--- src/rtl/div_sched_pkg.sv ---
// div_sched_pkg: shared types and constants for the divider-sharing scheduler
package div_sched_pkg;
    localparam int DEF_W = 32;
    localparam logic [31:0] POS_SAT = 32'h7FFF_FFFF;
    localparam logic [31:0] NEG_SAT = 32'h8000_0000;
    typedef enum logic [1:0] {IDLE, ISSUE, WAIT, RESP} state_e;
endpackage

--- src/rtl/div_share_sched_if.sv ---
// div_share_sched_if: requester, response and divider bus of the divider scheduler
interface div_share_sched_if
    import div_sched_pkg::*;
#(
    parameter int NREQ = 4,
    parameter int W = DEF_W
);
    logic [NREQ-1:0] req_valid, req_ready, rsp_valid, rsp_ready;
    logic [NREQ*W-1:0] req_dividend, req_divisor;
    logic [W-1:0] rsp_quotient, div_dividend, div_divisor, div_quotient;
    logic rsp_err, div_start, div_complete;
    modport master (
        input req_valid, req_dividend, req_divisor, rsp_ready, div_quotient, div_complete,
        output req_ready, rsp_valid, rsp_quotient, rsp_err, div_start, div_dividend, div_divisor
    );
    modport slave (
        output req_valid, req_dividend, req_divisor, rsp_ready, div_quotient, div_complete,
        input req_ready, rsp_valid, rsp_quotient, rsp_err, div_start, div_dividend, div_divisor
    );
endinterface

--- src/rtl/div_share_sched_rr_arbiter.sv ---
// rr_arbiter: combinational round-robin pick, first request above last with wrap
module rr_arbiter #(
    parameter int NREQ = 4,
    localparam int IW = $clog2(NREQ)
) (
    input  logic [NREQ-1:0] req,
    input  logic [IW-1:0]   last,
    output logic [NREQ-1:0] grant,
    output logic [IW-1:0]   idx,
    output logic            any
);
    always_comb begin
        idx = '0;
        any = 1'b0;
        for (int k = 1; k <= NREQ; k++) begin
            if (!any && req[(int'(last) + k) % NREQ]) begin
                any = 1'b1;
                idx = IW'((int'(last) + k) % NREQ);
            end
        end
        grant = any ? NREQ'(1) << idx : '0;
    end
endmodule

--- src/rtl/div_share_sched.sv ---
// div_share_sched: time-shares one multi-cycle divider among NREQ requesters
module div_share_sched
    import div_sched_pkg::*;
#(
    parameter int NREQ = 4,
    parameter int W = DEF_W,
    parameter int TIMEOUT = 255
) (
    input logic clk,
    input logic rst,
    div_share_sched_if.master bus
);
    localparam int IW = $clog2(NREQ);
    localparam int TW = $clog2(TIMEOUT + 1);
    state_e state_q, state_d;
    logic [IW-1:0] last_q, last_d, gnt_q, gnt_d, arb_idx;
    logic [NREQ-1:0] arb_grant;
    logic arb_any;
    logic [W-1:0] dividend_q, dividend_d, divisor_q, divisor_d, quot_q, quot_d;
    logic [W-1:0] sel_dividend, sel_divisor;
    logic err_q, err_d;
    logic [TW-1:0] wdog_q, wdog_d;

    rr_arbiter #(.NREQ(NREQ)) u_arb (
        .req(bus.req_valid),
        .last(last_q),
        .grant(arb_grant),
        .idx(arb_idx),
        .any(arb_any)
    );

    assign sel_dividend = bus.req_dividend[int'(arb_idx) * W +: W];
    assign sel_divisor = bus.req_divisor[int'(arb_idx) * W +: W];

    always_ff @(posedge clk) begin
        if (rst) begin
            state_q <= IDLE;
            last_q <= IW'(NREQ - 1);
            gnt_q <= '0;
            dividend_q <= '0;
            divisor_q <= '0;
            quot_q <= '0;
            err_q <= 1'b0;
            wdog_q <= '0;
        end else begin
            state_q <= state_d;
            last_q <= last_d;
            gnt_q <= gnt_d;
            dividend_q <= dividend_d;
            divisor_q <= divisor_d;
            quot_q <= quot_d;
            err_q <= err_d;
            wdog_q <= wdog_d;
        end
    end

    always_comb begin
        state_d = state_q;
        last_d = last_q;
        gnt_d = gnt_q;
        dividend_d = dividend_q;
        divisor_d = divisor_q;
        quot_d = quot_q;
        err_d = err_q;
        wdog_d = wdog_q;
        case (state_q)
            IDLE: if (arb_any) begin
                gnt_d = arb_idx;
                dividend_d = sel_dividend;
                divisor_d = sel_divisor;
                // Divide-by-zero saturates toward the dividend's sign and never touches the divider
                if (sel_divisor == '0) begin
                    quot_d = sel_dividend[W-1] ? W'(NEG_SAT >> (32 - W)) : W'(POS_SAT >> (32 - W));
                    err_d = 1'b1;
                    state_d = RESP;
                end else begin
                    state_d = ISSUE;
                end
            end
            ISSUE: begin
                wdog_d = '0;
                state_d = WAIT;
            end
            WAIT: begin
                wdog_d = wdog_q + 1'b1;
                if (bus.div_complete) begin
                    quot_d = bus.div_quotient;
                    err_d = 1'b0;
                    state_d = RESP;
                end else if (wdog_d == TW'(TIMEOUT)) begin
                    quot_d = '0;
                    err_d = 1'b1;
                    state_d = RESP;
                end
            end
            RESP: if (bus.rsp_ready[gnt_q]) begin
                last_d = gnt_q;
                state_d = IDLE;
            end
            default: state_d = IDLE;
        endcase
    end

    always_comb begin
        bus.req_ready = (state_q == IDLE) ? arb_grant : '0;
        bus.rsp_valid = (state_q == RESP) ? NREQ'(1) << gnt_q : '0;
        bus.rsp_quotient = quot_q;
        bus.rsp_err = err_q;
        bus.div_start = state_q == ISSUE;
        bus.div_dividend = dividend_q;
        bus.div_divisor = divisor_q;
    end
endmodule

--- src/flat_wrapper.sv ---
// flat-port wrapper written by rule: the top's interface ports become plain ports
module div_share_sched_flat import div_sched_pkg::*;
#(
    parameter int NREQ = 4,
    parameter int W = DEF_W,
    parameter int TIMEOUT = 255
)
  (clk, rst, bus_req_valid, bus_req_dividend, bus_req_divisor, bus_rsp_ready, bus_div_quotient, bus_div_complete, bus_req_ready, bus_rsp_valid, bus_rsp_quotient, bus_rsp_err, bus_div_start, bus_div_dividend, bus_div_divisor);
  div_share_sched_if #(.NREQ(NREQ), .W(W)) bus_i ();
  input logic clk;
  input logic rst;
  input wire logic [$bits(bus_i.req_valid)-1:0] bus_req_valid;
  input wire logic [$bits(bus_i.req_dividend)-1:0] bus_req_dividend;
  input wire logic [$bits(bus_i.req_divisor)-1:0] bus_req_divisor;
  input wire logic [$bits(bus_i.rsp_ready)-1:0] bus_rsp_ready;
  input wire logic [$bits(bus_i.div_quotient)-1:0] bus_div_quotient;
  input wire logic [$bits(bus_i.div_complete)-1:0] bus_div_complete;
  output wire logic [$bits(bus_i.req_ready)-1:0] bus_req_ready;
  output wire logic [$bits(bus_i.rsp_valid)-1:0] bus_rsp_valid;
  output wire logic [$bits(bus_i.rsp_quotient)-1:0] bus_rsp_quotient;
  output wire logic [$bits(bus_i.rsp_err)-1:0] bus_rsp_err;
  output wire logic [$bits(bus_i.div_start)-1:0] bus_div_start;
  output wire logic [$bits(bus_i.div_dividend)-1:0] bus_div_dividend;
  output wire logic [$bits(bus_i.div_divisor)-1:0] bus_div_divisor;
  assign bus_i.req_valid = bus_req_valid;
  assign bus_i.req_dividend = bus_req_dividend;
  assign bus_i.req_divisor = bus_req_divisor;
  assign bus_i.rsp_ready = bus_rsp_ready;
  assign bus_i.div_quotient = bus_div_quotient;
  assign bus_i.div_complete = bus_div_complete;
  assign bus_req_ready = bus_i.req_ready;
  assign bus_rsp_valid = bus_i.rsp_valid;
  assign bus_rsp_quotient = bus_i.rsp_quotient;
  assign bus_rsp_err = bus_i.rsp_err;
  assign bus_div_start = bus_i.div_start;
  assign bus_div_dividend = bus_i.div_dividend;
  assign bus_div_divisor = bus_i.div_divisor;
  div_share_sched #(.NREQ(NREQ), .W(W), .TIMEOUT(TIMEOUT)) u_core (.clk(clk), .rst(rst), .bus(bus_i));
endmodule
--- config.mk ---
export PLATFORM = sky130hd
export DESIGN_NAME = div_share_sched_flat
export DESIGN_NICKNAME = d
export VERILOG_FILES = /design/src/rtl/div_sched_pkg.sv /design/src/rtl/div_share_sched_if.sv /design/src/rtl/div_share_sched_rr_arbiter.sv /design/src/rtl/div_share_sched.sv /design/src/flat_wrapper.sv
export SDC_FILE = /design/constraint.sdc
export NUM_CORES = 1
export LEC_CHECK = 0
export ABC_CLOCK_PERIOD_IN_PS = 3200
export CAP_MARGIN = 25
export CORE_AREA = 2 2 157 159
export CTS_CLUSTER_SIZE = 12
export DETAILED_ROUTE_END_ITERATION = 6
export DIE_AREA = 0 0 159 161
export PLACE_DENSITY = 0.67
export SLEW_MARGIN = 20
export SYNTH_ARGS = -nofsm -noshare
export SYNTH_HDL_FRONTEND = slang
export SYNTH_SLANG_ARGS = --single-unit
--- constraint.sdc ---
create_clock -name clk -period 3.2 [get_ports clk]
set_input_delay 0.48 -clock clk [delete_from_list [all_inputs] [get_ports clk]]
set_output_delay 0.48 -clock clk [all_outputs]
set_load 0.05 [all_outputs]
==> results.txt <==
----------------------------------------------------
[Yosys]
  Distinct cells, synth ... 50
  Synthesized netlist cell count ... approximately 1100
  Avg Cell Area, Syn ... between 7 and 8 um2
  Synth top area cells ... sky130_fd_sc_hd__dfxtp_1 30%, sky130_fd_sc_hd__nand2_1 11%, sky130_fd_sc_hd__nand3_1 6.8%
  Post-synth EDFFs ... 0
  Share of flip-flops with an asynchronous set or reset ... 0%
  FF+latch count, synth ... 111
  Top cell type by total area after synthesis ... sky130_fd_sc_hd__dfxtp_1
  Yosys top cell area share ... between 20 and 30%
  Number of warnings printed during yosys synthesis ... 0
  Total standard cell area after synthesis ... approximately 7500 um2
  Net count of the mapped netlist ... 1361
  Most common flop cell mapped by yosys ... sky130_fd_sc_hd__dfxtp_1
  Proportion of synthesized chip area in sequential cells ... 29.7%

[Critical path]
  Arr. time, crit path ... roughly 3.4 ns
  Crit-path max FO ... 8
  Setup crit end kind ... flip-flop
  Most frequent cell on the critical path ... sky130_fd_sc_hd__buf_4
  Critical path launch point type ... primary input
  Setup crit start ... bus_req_valid[3]
  Kind of cell adding the most delay to the critical path ... compound AO/OA/AOI/OAI gates
  Max stage delay cell, worst path ... sky130_fd_sc_hd__a311o_2
  List of cells traversed by the critical path ... dlygate4sd2_1, nand2b_1, a311o_2, buf_4, o32ai_1, buf_4, nand4_1, nor4_4, buf_4, buf_4, a211oi_1, a211o_1
  Critical path class ... in -> reg
  Worst stage delay on the critical path ... 0.52 ns
  Buffering stage count on the worst path with inverters included ... 5
  Crit Reg-Reg Startpoint ... u_core.last_q[0]
  Worst endpoint required time ... roughly 3.4 ns

[Floorplanning]
  Die Area ... ~26000 um2
  Initial cell density of the core ... 31.2%
  Overall die height ... about 160 um
  Count of boundary I/O pins ... between 400 and 500
  Placeable core area ... between 20000 and 25000 um2
  Die X ... ~160 um
  Total number of placement rows ... between 50 and 60

[Run]
  Max-capacitance violation count ... 0

[Clock tree]
  Clock transition at the registers of the reported paths ... roughly 0.090 ns
  Clock sink count ... approximately 110
  Buffers from clock root to sink, at most ... 2
  Cts bufs inserted ... 9
  CTS tree ... yes
  CTS Root Buffer Type ... sky130_fd_sc_hd__clkbuf_16
  Number of levels the H-tree was split into ... 3
  Quantity of hold-fixing buffers added after cts ... 0
  Clock insertion delay at the later pin of the skew report ... between 0.3 and 0.4 ns

[Drt]
  Vias after detailed routing ... between 9000 and 10000
  Total DRC errors in the routed layout ... 0
  Detailed-routing iteration count for the pre-antenna-repair pass ... 7
  Wire per inst ... between 15 and 20 um
  Drt initial violations ... 704
  Total Wirelength ... 34700 um
  Drt via density ... 5.25
  Final antenna-violating net count ... 0

[Cells and area]
  Finished Core Util ... between 50% and 60%
  Share of final-layout standard cells stronger than drive strength 1 ... about 13%
  Most common library cell in the layout ignoring fill and taps ... sky130_fd_sc_hd__clkdlybuf4s50_1
  Net count of the finished layout ... approximately 1800
  Flip-flop and latch area ... approximately 2200 um2
  Multi-input combinational cell area ... about 4700 um2
  Fill cell instance count of the final layout ... about 2300
  Area Overhead vs Synth ... 74.5%
  Commonest cells after routing, fill and taps aside ... 395 x sky130_fd_sc_hd__clkdlybuf4s50_1, 229 x sky130_fd_sc_hd__nand2_1, 110 x sky130_fd_sc_hd__dfxtp_1, 102 x sky130_fd_sc_hd__buf_4, 100 x sky130_fd_sc_hd__nand3_1

[Timing]
  Minimum clock period ... 3.11 ns
  Setup repair after global routing missed its margin ... true
  Max_slew headroom ... a little under three fifths
  Period utilisation layout ... a little over nine tenths
  Peak Freq ... around 320 MHz
  Final hold slack ... ~0.46 ns
  Clock Skews ... approximately 0.022 ns
  Slew at the pin closest to its max-slew limit ... approximately 0.66 ns
  Hold Fails Final Rpt ... 0
  Setup slack of the critical path after layout ... roughly 0.086 ns
  Max Transition Viols Final ... 0
  Setup TNS ... 0 ns
  Number of failing setup endpoints in the final timing report ... 0

[Placement]
  Post-DP HPWL ... roughly 27000 um
  PortBufs ... ~400
  Routability congestion estimate from global placement ... ~0.96
  Worst setup timing slack at the placement stage ... -0.560 ns

[Global routing]
  Gr ovfl total ... 0
  Via count of the first global-routing pass ... approximately 8900
  Total routing resource utilization after global routing ... between 20% and 30%
  Initial antenna violation count ... 2
  First-pass GRT wire length ... 52200 um
  Largest net degree at the start of global routing ... 66

[Power]
  VDD IR max ... approximately 370 uV
  Power density over the cells ... ~640 nW/um2
  Static Leak ... ~5.3 nW

[Min path]
  Worst Hold Class ... reg -> reg
  Hold path start ... u_core.bus.div_dividend[2]

[Status]
  Status ... finished clean

----------------------------------------------------
-- registers in the layout, indices dropped and copies added, names as in the netlist --
name                     cells
u_core.bus.div_dividend     32
u_core.wdog_q                8
u_core.bus.rsp_err           1
u_core.bus.div_divisor      32
u_core.gnt_q                 2
u_core.state_q               2
u_core.last_q                2
u_core.bus.rsp_quotient     32
-- cell families after synthesis --
group	after synthesis	synth area share, %
compound gates	265	27.0
xor+xnor	3	0.352
fa+ha+maj	7	1.17
buf+inv	179	10.4
flops	111	29.7
mux	4	0.720
simple gates	486	30.6
-- cells in the mapped netlist (7+ instances only) --
library cell / number
sky130_fd_sc_hd__nand2_1: 229
sky130_fd_sc_hd__nor3_1: 13
sky130_fd_sc_hd__clkbuf_1: 57
sky130_fd_sc_hd__and4_1: 27
sky130_fd_sc_hd__ha_1: 7
sky130_fd_sc_hd__dfxtp_1: 111
sky130_fd_sc_hd__nand3_1: 101
sky130_fd_sc_hd__a31oi_1: 60
sky130_fd_sc_hd__nand2b_1: 37
sky130_fd_sc_hd__a32oi_2: 11
sky130_fd_sc_hd__a41o_1: 32
sky130_fd_sc_hd__buf_2: 28
sky130_fd_sc_hd__inv_1: 67
sky130_fd_sc_hd__a21oi_1: 56
sky130_fd_sc_hd__a211oi_1: 9
sky130_fd_sc_hd__o32ai_1: 27
sky130_fd_sc_hd__buf_1: 15
sky130_fd_sc_hd__nor2_1: 58
sky130_fd_sc_hd__a32oi_1: 20
sky130_fd_sc_hd__o21a_1: 26
-- area by class of cell --
type | count | share of cell area, %
clock buffers | 9 | 1.73
repair buffers | 522 | 39.4
diodes | 2 | 0.0384
inverters | 67 | 1.93
multi-input cells | 766 | 36.1
flip-flops and latches | 111 | 17.0
well taps | 324 | 3.11
clock inverters | 7 | 0.623
-- through the flow --
step	area (um2)	total power, mW	std cells
2_1_floorplan	7480	5.01	1055
3_3_place_gp	12500	7.03	1783
3_5_place_dp	12500	7.05	1783
4_1_cts	12900	8.32	1805
5_1_grt	13000	8.75	1808
6_report	13000	8.31	1808
-- where the power goes --
group	internal (mW)	switching, mW	leakage [nW]	total, mW
registers	1.75	0.263	0.909	2.02
clock network	0.564	0.601	0.150	1.16
logic	1.99	3.13	4.23	5.12
total	4.31	3.99	5.28	8.31
-- layer usage --
metal	wire length (um)	vias to the layer above	track usage (%)
met1	15000	4365	33.9
met2	16000	443	41.4
li1	-	4613	-
met3	2350	69	4.47
met4	1380	0	11.4
met5	0	-	0
-- worst paths after layout --
kind	slack [ns]	cells after the start	endpoint
worst max-delay path	0.09	12	u_core.bus.rsp_quotient[31]
worst min-delay path	0.46	2	u_core.bus.div_dividend[2]
worst max register to register	0.15	13	u_core.bus.rsp_quotient[31]
worst min register to register	0.46	2	u_core.bus.div_dividend[2]
-- timing repair --
| action | in CTS | in global routing |
|---|---|---|
| pin swaps | 7 | 5 |
| cloned | 1 | 1 |
| resized for setup | 21 | 14 |
| buffers inserted | 5 | 0 |
| endpoints found under the setup margin | 37 | 35 |
-- tightest hold or removal path, delay by kind of cell (launching register included) --
family / cells / cell delay (ns)
AO/OA/AOI/OAI: 1 / 0.05
AND/OR/NAND/NOR: 1 / 0.05
flip-flops: 1 / 0.32
Note: power is estimated with default switching activity, not from simulation.
